File: config.mk
export PLATFORM = sky130hd
export DESIGN_NAME = cand_list_gen
export DESIGN_NICKNAME = d
export VERILOG_FILES = /design/src/rtl/cand_list_gen.sv
export SDC_FILE = /design/constraint.sdc
export NUM_CORES = 1
export LEC_CHECK = 0
export ABC_AREA = 1
export CAP_MARGIN = 30
export CORE_ASPECT_RATIO = 1.2
export CORE_MARGIN = 2
export CORE_UTILIZATION = 40
export CTS_CLUSTER_DIAMETER = 50
export DETAILED_ROUTE_END_ITERATION = 10
export GPL_ROUTABILITY_DRIVEN = 0
export PLACE_DENSITY = 0.59
export REMOVE_ABC_BUFFERS = 1
export SLEW_MARGIN = 10
export SYNTH_ARGS = -nofsm -noshare
export SYNTH_HDL_FRONTEND = slang
export SYNTH_SLANG_ARGS = --single-unit
File: constraint.sdc
create_clock -name clk -period 4.2 [get_ports clk]
set_clock_uncertainty 0.05 [all_clocks]
set_input_delay 0.84 -clock clk [delete_from_list [all_inputs] [get_ports clk]]
set_output_delay 0.84 -clock clk [all_outputs]
set_load 0.02 [all_outputs]
File: src/rtl/cand_list_gen.sv
// cand_list_gen: slot occupancy/age tracker that produces the registered eviction-candidate mask.
// Optional macro CAND_FALLBACK_EN: a full buffer with no aged slot offers every occupied slot.
`default_nettype none

module cand_list_gen #(
    parameter int bs         = 16,
    parameter int age_w      = 4,
    parameter int age_thresh = 8
) (
    input  logic                   clk,
    input  logic                   rst_n,
    input  logic                   alloc_req,
    output logic                   alloc_gnt,
    output logic [$clog2(bs)-1:0]  alloc_index,
    input  logic                   evict_valid,
    input  logic [$clog2(bs)-1:0]  evict_index,
    input  logic                   age_tick,
    output logic [bs-1:0]          cand_list,
    output logic [$clog2(bs):0]    occ_count,
    output logic                   full,
    output logic                   empty,
    output logic                   evict_err
);

    localparam int                IW      = $clog2(bs);
    localparam int                CW      = IW + 1;
    localparam logic [age_w-1:0]  AGE_MAX = '1;
    localparam logic [age_w-1:0]  THRESH  = age_w'(age_thresh);

    logic [bs-1:0]             valid_q, valid_d;
    logic [bs-1:0][age_w-1:0]  age_q, age_d;
    logic [bs-1:0]             cand_q, cand_d;
    logic                      gnt_q, gnt_d;
    logic [IW-1:0]             idx_q, idx_d;
    logic [CW-1:0]             occ_q, occ_d;
    logic                      full_q, full_d;
    logic                      empty_q, empty_d;
    logic                      err_q, err_d;

    logic [IW-1:0]             free_idx;
    logic                      alloc_ok;
    logic                      evict_ok;
    logic [bs-1:0]             qual;

    always_comb begin
        free_idx = '0;
        for (int i = bs - 1; i >= 0; i--) begin
            if (!valid_q[i]) free_idx = IW'(i);
        end

        // Both decisions look only at start-of-cycle state, so a slot freed
        // this cycle is never granted in the same cycle.
        alloc_ok = alloc_req && !full_q;
        evict_ok = evict_valid && valid_q[evict_index];

        valid_d = valid_q;
        age_d   = age_q;
        for (int i = 0; i < bs; i++) begin
            if (age_tick && valid_q[i] && (age_q[i] != AGE_MAX)) begin
                age_d[i] = age_q[i] + age_w'(1);
            end
        end
        if (evict_ok) begin
            valid_d[evict_index] = 1'b0;
            age_d[evict_index]   = '0;
        end
        if (alloc_ok) begin
            valid_d[free_idx] = 1'b1;
            age_d[free_idx]   = '0;
        end

        occ_d   = occ_q + CW'(alloc_ok) - CW'(evict_ok);
        full_d  = (occ_d == CW'(bs));
        empty_d = (occ_d == '0);
        gnt_d   = alloc_ok;
        idx_d   = alloc_ok ? free_idx : idx_q;
        err_d   = err_q | (evict_valid & ~valid_q[evict_index]);

        for (int i = 0; i < bs; i++) begin
            qual[i] = valid_d[i] && (age_d[i] >= THRESH);
        end
`ifdef CAND_FALLBACK_EN
        cand_d = (full_d && (qual == '0)) ? valid_d : qual;
`else
        cand_d = qual;
`endif
    end

    always_ff @(posedge clk or negedge rst_n) begin
        if (!rst_n) begin
            valid_q <= '0;
            age_q   <= '0;
            cand_q  <= '0;
            gnt_q   <= 1'b0;
            idx_q   <= '0;
            occ_q   <= '0;
            full_q  <= 1'b0;
            empty_q <= 1'b1;
            err_q   <= 1'b0;
        end else begin
            valid_q <= valid_d;
            age_q   <= age_d;
            cand_q  <= cand_d;
            gnt_q   <= gnt_d;
            idx_q   <= idx_d;
            occ_q   <= occ_d;
            full_q  <= full_d;
            empty_q <= empty_d;
            err_q   <= err_d;
        end
    end

    assign cand_list   = cand_q;
    assign alloc_gnt   = gnt_q;
    assign alloc_index = idx_q;
    assign occ_count   = occ_q;
    assign full        = full_q;
    assign empty       = empty_q;
    assign evict_err   = err_q;

endmodule

`default_nettype wire

==> results of run 1 <==
path summary, 6_finish.rpt:
path	from	to	slack, ps	depth (start not counted)
setup reg to reg	valid_q[2]	full	980	14
hold / removal	alloc_index[3]	alloc_index[3]	430	2
setup / recovery	evict_index[1]	full	490	16
min in group asynchronous	rst_n	age_q[62]	520	2
max in group asynchronous	rst_n	age_q[25]	3160	2
hold reg to reg	alloc_index[3]	alloc_index[3]	430	2
routing by layer:
metal / track usage / share of wire / vias to the layer above
met5: 0 / 0 / -
met1: 0.228 / 0.47 / 2069
met4: 0.0569 / 0.016 / 0
met2: 0.275 / 0.48 / 69
li1: - / - / 2199
met3: 0.0395 / 0.034 / 15
logic make-up (layout without fill, tap and decap cells):
logic type                 after synthesis  in the layout  share of synthesized area
AOI/OAI and AO/OA                       38             38                     0.0410
xor gates and xnor gates                51             51                     0.0786
adders and majority gates               22             22                     0.0498
buffers and inverters                  119            173                     0.0801
DFF                                    109            109                      0.480
muxes                                    2              2                    0.00352
and+or+nand+nor                        326            326                      0.267
synth_stat cells:
cell and instances:
nand2_1 119, dfrtp_1 108, inv_1 108, nor2_1 105, xor2_1 46, nand3_1 45
nand4_1 24, ha_1 21, o21ai_0 17, nor3_1 14, a21oi_1 9, o22ai_1 8
inv_2 6, xnor2_1 5, nand2_2 3, nand2_4 3, buf_4 2, mux2i_1 2
nand4_4 2, nor2_2 2, nor4_4 2, a21boi_4 1, a31oi_4 1, buf_2 1
clkbuf_1 1, clkinv_1 1, dfstp_2 1, fa_1 1, nand3_2 1, nand3_4 1
nor2_8 1, nor3_2 1, o21ai_1 1, o21bai_1 1, or2_2 1, or2_4 1
or4_1 1
worst reg2reg max path, delay by kind of cell, from the launching register on:
kind,cells,cell delay (ps)
simple gates,4,940
fa+ha+maj,3,900
flops,1,520
buf+inv,5,480
compound gates,2,280
through the flow:
stage / instance area [um^2] / cells
finish: 6560 / 892
global route: 6560 / 892
CTS: 6560 / 892
detailed placement: 6290 / 876
global placement: 6290 / 876
floorplan: 5660 / 663
sequential cells by signal, summed over array words and instances (netlist names):
register	count
full	1
empty	1
alloc_index	4
alloc_gnt	1
valid_q	16
age_q	64
evict_err	1
occ_count	5
cand_list	16
power by group:
| group | switching, mW | internal (mW) | total, mW |
|---|---|---|---|
| Sequential | 0.413 | 1.54 | 1.95 |
| Clock | 0.367 | 0.435 | 0.802 |
| Combinational | 1.50 | 1.01 | 2.50 |
| Total | 2.28 | 2.98 | 5.26 |
layout by cell type, fill, tap and decap left out, drive strengths merged:
master / count
xor2: 46
inv: 114
nor4: 2
dfstp: 1
clkdlybuf4s50: 36
o21bai: 1
nor3: 15
nor2: 108
o22ai: 8
mux2i: 2
fa: 1
a21oi: 9
nand3: 47
nand2: 125
o21ai: 18
a21boi: 1
buf: 6
clkbuf: 15
clkinv: 2
nand4: 26
dfrtp: 108
a31oi: 1
xnor2: 5
or2: 2
or4: 1
ha: 21
cell type report:
cell class,count,share of cell area
clock buffer,15,0.0408
clock inverter,1,0.000762
timing repair buffer,42,0.0637
multi-input combinational,439,0.381
inverter,115,0.0658
tap,171,0.0326
sequential,109,0.416
==> summary.txt, run 1 <==
HOLD PATH
---------------------------------------------------------------------------------
Type of the most critical hold path                                  flop to flop

CRITICAL PATH
---------------------------------------------------------------------------------
Worst Path Required                                                       4440 ps
Cell repeated most along the worst path                                     inv_1
Biggest cell delay along the critical path                                 540 ps
Kind of launch point of the worst setup path                           input port
Worst-path maximum fanout                                                       7
Crit Path Class                                                      input port to flop
Critical path arrival                                                     3950 ps
Critical Path Sink Type                                                      flop
CP max stage cell                                                           or4_1
Critical path buffer and inverter count                                         6
Crit path max-delay family                                           simple AND/OR/NAND/NOR gates
Cells traversed along the worst timing path                          clkdlybuf4s50_1 -> nor2_1 -> inv_1 -> o22ai_1 -> o21ai_0 -> nand4_1 -> nand2_1 -> inv_1 -> ha_1 -> inv_1 -> ha_1 -> inv_1 -> fa_1 -> inv_1 -> or4_1 -> nor2_1

TIMING
---------------------------------------------------------------------------------
Transition time at the pin with the least slew margin                      580 ps
Setup TNS after final layout                                                 0 ps
Maximum achievable frequency                                              270 MHz
Number of failing hold endpoints at the final stage                             0
Tightest slew margin relative to the limit                                  0.613
Final critical delay including setup and external delays                  3710 ps
Period utilization                                                          0.883
Number of pins with negative max-slew slack in the final report                 0
Count of endpoints failing setup in the final report                            0
Final setup slack of the worst path                                        492 ps
Smallest hold slack                                                        430 ps
Unrepaired setup endpoints after global routing                                no

POWER
---------------------------------------------------------------------------------
Overall power                                                             5.26 mW
Power density over cell area                                          801 mW/mm^2
Leakage                                                                   3.41 nW
Peak supply drop                                                       0.000400 V

GLOBAL ROUTE
---------------------------------------------------------------------------------
Via count of the first global-routing pass                                   4226
Remaining global-route overflow                                                 0
Largest net degree at the start of global routing                             110
Global-route wire length before repair                                   20600 um
Aggregate global-route resource usage                                       0.171
Number of antenna violations at the first check in global routing               0

YOSYS
---------------------------------------------------------------------------------
Post-synthesis cell type with the largest combined area                   dfrtp_1
Mean Syn Cell Area                                                      8.52 um^2
Biggest area contributors in the synthesized netlist                 dfrtp_1 48%, nand2_1 7.9%, inv_1 7.1%
Synthesis warning total                                                         0
Post-synthesis instance area                                         0.00568 mm^2
Flip-flop and latch count after synthesis                                     109
Count of cell types in the netlist                                             37
Fraction of the yosys area taken by sequential cells                        0.480
Synth top area share                                                        0.476
Syn Inst Count                                                                667

PLACEMENT
---------------------------------------------------------------------------------
Port bufs                                                                      37
Setup slack at placement                                                   117 ps
Half-perimeter wire length after placement                                9000 um

ROUTE
---------------------------------------------------------------------------------
Total Routed Length                                                      12000 um
Remaining antenna violation count after routing                                 0
Total via count after detailed routing                                       4352
Remaining routing DRC violations                                                0
Drt pass-1 iters                                                                4
Initial DRC count                                                             181
Mean number of vias per cell                                                 4.88
Average wire length per cell after detail routing                         13.4 um

FLOORPLANNING
---------------------------------------------------------------------------------
Number of core rows                                                            47
Die height                                                                 135 um
Initial core utilization                                                    0.411
Area enclosed by the die boundary                                     0.0152 mm^2
Boundary pin count                                                             38
Horiz. Die Dim                                                             113 um
Core footprint                                                        0.0138 mm^2

CLOCK TREE
---------------------------------------------------------------------------------
Root buf cell                                                           clkbuf_16
Buffer depth of the longest clock path                                          2
CTS tree                                                                     done
Post-CTS resize count                                                           0
H-tree lvl count                                                                3
Clock transition at the registers of the reported paths                     70 ps
Hold bufs inserted after CTS                                                    0
TritonCTS sink count                                                          109
Number of buffers created by CTS                                                9
Post-CTS Repair Setup Buffers                                                   0
Source-to-sink clock delay at the later pin of the worst-skew pair         350 ps

LAYOUT
---------------------------------------------------------------------------------
Area of the multi-input gates                                        0.00250 mm^2
Area taken by flip-flops and latches                                 0.00273 mm^2
Antenna diode count                                                             0
Total number of nets in the final design                                      747
Area Growth Syn to Fin                                                      15.5%
Share of the core filled with cells                                         0.475
Number of filler cells placed in the layout                                  1284
Fraction of layout cells with a size suffix above 1                        0.0624

JOB
---------------------------------------------------------------------------------
Max-cap check violation count                                                   0

RUN STATUS
---------------------------------------------------------------------------------
Status                                                               finished, final reports clean

No activity file was read; power rests on OpenSTA's default activity.
==> inputs of run 2 (changes only) <==
Settings changed: RECOVER_POWER set to 25.
==> run 2 against run 1 <==
Effect of this change: the flow now finishes with violations (capacitance limit, slew limit); design area down 0.23%; worst hold slack unchanged; routed wire length about the same; die area unchanged; register-to-register slack about the same; sequential share of layout area up 0.095 points; critical endpoint unchanged; non-clock buffer count unchanged; total power about the same; critical path depth unchanged; sequential power about the same; fmax unchanged.
==> summary.txt, run 2 (synthesis gave the netlist of run 1 again) <==
RUN STATUS
---------------------------------------------------------------------------------
Status                                                               finished with violations
Failing checks                                                       capacitance limit, slew limit

ROUTE
---------------------------------------------------------------------------------
Average wire length per cell after detail routing                         13.4 um
Remaining antenna violation count after routing                                 0
Initial DRC count                                                             181
Drt pass-1 iters                                                                4
Total Routed Length                                                      12000 um
Total via count after detailed routing                                       4352
Remaining routing DRC violations                                                0
Mean number of vias per cell                                                 4.88

LAYOUT
---------------------------------------------------------------------------------
Most frequent cells in the layout                                    119 x nand2_1, 108 x inv_1, 108 x dfrtp_1
Area Growth Syn to Fin                                                      15.2%
Number of flip-flops in the largest register                                   64
Antenna diode count                                                             0
Leading cell type in the layout, fill and taps excluded                   nand2_1
Total number of nets in the final design                                      747
Top register by number of flip-flops                                        age_q
Fraction of layout cells with a size suffix above 1                        0.0624

FLOORPLANNING
---------------------------------------------------------------------------------
Boundary pin count                                                             38
Area enclosed by the die boundary                                     0.0152 mm^2
Number of core rows                                                            47
Initial core utilization                                                    0.411
Core footprint                                                        0.0138 mm^2
Die height                                                                 135 um
Horiz. Die Dim                                                             113 um

CLOCK TREE
---------------------------------------------------------------------------------
Root buf cell                                                           clkbuf_16
CTS tree                                                                     done
Post-CTS Repair Setup Buffers                                                   0
Hold bufs inserted after CTS                                                    0
Number of buffers created by CTS                                                9
Buffer depth of the longest clock path                                          2
Clock transition at the registers of the reported paths                     70 ps
Post-CTS resize count                                                           0
H-tree lvl count                                                                3
Source-to-sink clock delay at the later pin of the worst-skew pair         350 ps
TritonCTS sink count                                                          109

CRITICAL PATH
---------------------------------------------------------------------------------
Critical Path Sink Type                                                      flop
Cell repeated most along the worst path                                     inv_1
CP max stage cell                                                           or4_1
Biggest cell delay along the critical path                                 540 ps
Kind of launch point of the worst setup path                           input port
Critical path arrival                                                     3950 ps
Worst Path Required                                                       4440 ps
Cells traversed along the worst timing path                          clkdlybuf4s50_1 -> nor2_1 -> inv_1 -> o22ai_1 -> o21ai_0 -> nand4_1 -> nand2_1 -> inv_1 -> ha_1 -> inv_1 -> ha_1 -> inv_1 -> fa_1 -> inv_1 -> or4_1 -> nor2_1
Crit Path Class                                                      input port to flop
Worst-path maximum fanout                                                       7

TIMING
---------------------------------------------------------------------------------
Unrepaired setup endpoints after global routing                                no
Tightest slew margin relative to the limit                                 -0.770
Period utilization                                                          0.883
Final critical delay including setup and external delays                  3710 ps
Transition time at the pin with the least slew margin                     2650 ps
Smallest hold slack                                                        430 ps
Maximum achievable frequency                                              270 MHz
Setup TNS after final layout                                                 0 ps
Count of endpoints failing setup in the final report                            0
Number of failing hold endpoints at the final stage                             0
Number of pins with negative max-slew slack in the final report               110

PLACEMENT
---------------------------------------------------------------------------------
Half-perimeter wire length after placement                                9000 um
Port bufs                                                                      37

GLOBAL ROUTE
---------------------------------------------------------------------------------
Aggregate global-route resource usage                                       0.171
Number of antenna violations at the first check in global routing               0
Via count of the first global-routing pass                                   4226
Remaining global-route overflow                                                 0
Global-route wire length before repair                                   20600 um
Largest net degree at the start of global routing                             110

POWER
---------------------------------------------------------------------------------
Peak supply drop                                                       0.000400 V
Leakage                                                                   3.41 nW
Power density over cell area                                          802 mW/mm^2
Overall power                                                             5.25 mW

HOLD PATH
---------------------------------------------------------------------------------
Type of the most critical hold path                                  flop to flop

JOB
---------------------------------------------------------------------------------
Max-cap check violation count                                                   1

==> run 2: changes by cell type in the layout (fill, tap and decap cells not counted) <==
cell      change
buf_4         -1
clkbuf_2      +1
clkbuf_4      +1
buf_12        -1
==> run 2: where the power goes <==
| part | switching [mW] | internal [mW] |
|---|---|---|
| Combinational | 1.50 | 1.00 |
| Sequential | 0.413 | 1.54 |
| Clock | 0.367 | 0.435 |
| Total | 2.28 | 2.98 |
==> run 2: final timing paths <==
| kind | start | to | slack (ps) | depth (start not counted) |
|---|---|---|---|---|
| setup / recovery | evict_index[1] | full | 490 | 16 |
| hold / removal | alloc_index[3] | alloc_index[3] | 430 | 2 |
| setup reg to reg | valid_q[2] | full | 980 | 14 |
| hold reg to reg | alloc_index[3] | alloc_index[3] | 430 | 2 |
| max in group asynchronous | rst_n | age_q[25] | 1170 | 2 |
| min in group asynchronous | rst_n | age_q[62] | 1390 | 2 |
==> run 2: stage by stage <==
step / util / instances / setup WS [ps] / area [um^2]
global placement: 0.455 / 876 / 226 / 6290
CTS: 0.475 / 892 / 473 / 6560
global route: 0.474 / 892 / 191 / 6550
detailed placement: 0.455 / 876 / 117 / 6290
floorplan: - / 663 / 861 / 5660
finish: 0.474 / 892 / 492 / 6550
==> run 2: final cells by class <==
class	count	area [um^2]
Fill cell	1286	7270
Sequential cell	109	2730
Multi-Input combinational cell	439	2500
Inverter	115	432
Timing Repair Buffer	42	403
Clock buffer	15	268
Tap cell	171	214
Clock inverter	1	5.00
==> run 2: critical path: cells and delay by family <==
kind | cells | cell delay, ps
buffers and inverters | 6 | 960
adder cells (fa/ha/maj) | 3 | 900
AND/OR/NAND/NOR | 5 | 980
AO/OA/AOI/OAI | 2 | 270
==> run 2: per-layer routing <==
layer | global-route usage | part of all wire | vias to the layer above
li1 | - | - | 2199
met1 | 0.228 | 0.47 | 2069
met2 | 0.275 | 0.48 | 69
met3 | 0.0395 | 0.034 | 15
met4 | 0.0569 | 0.016 | 0
met5 | 0 | 0 | -
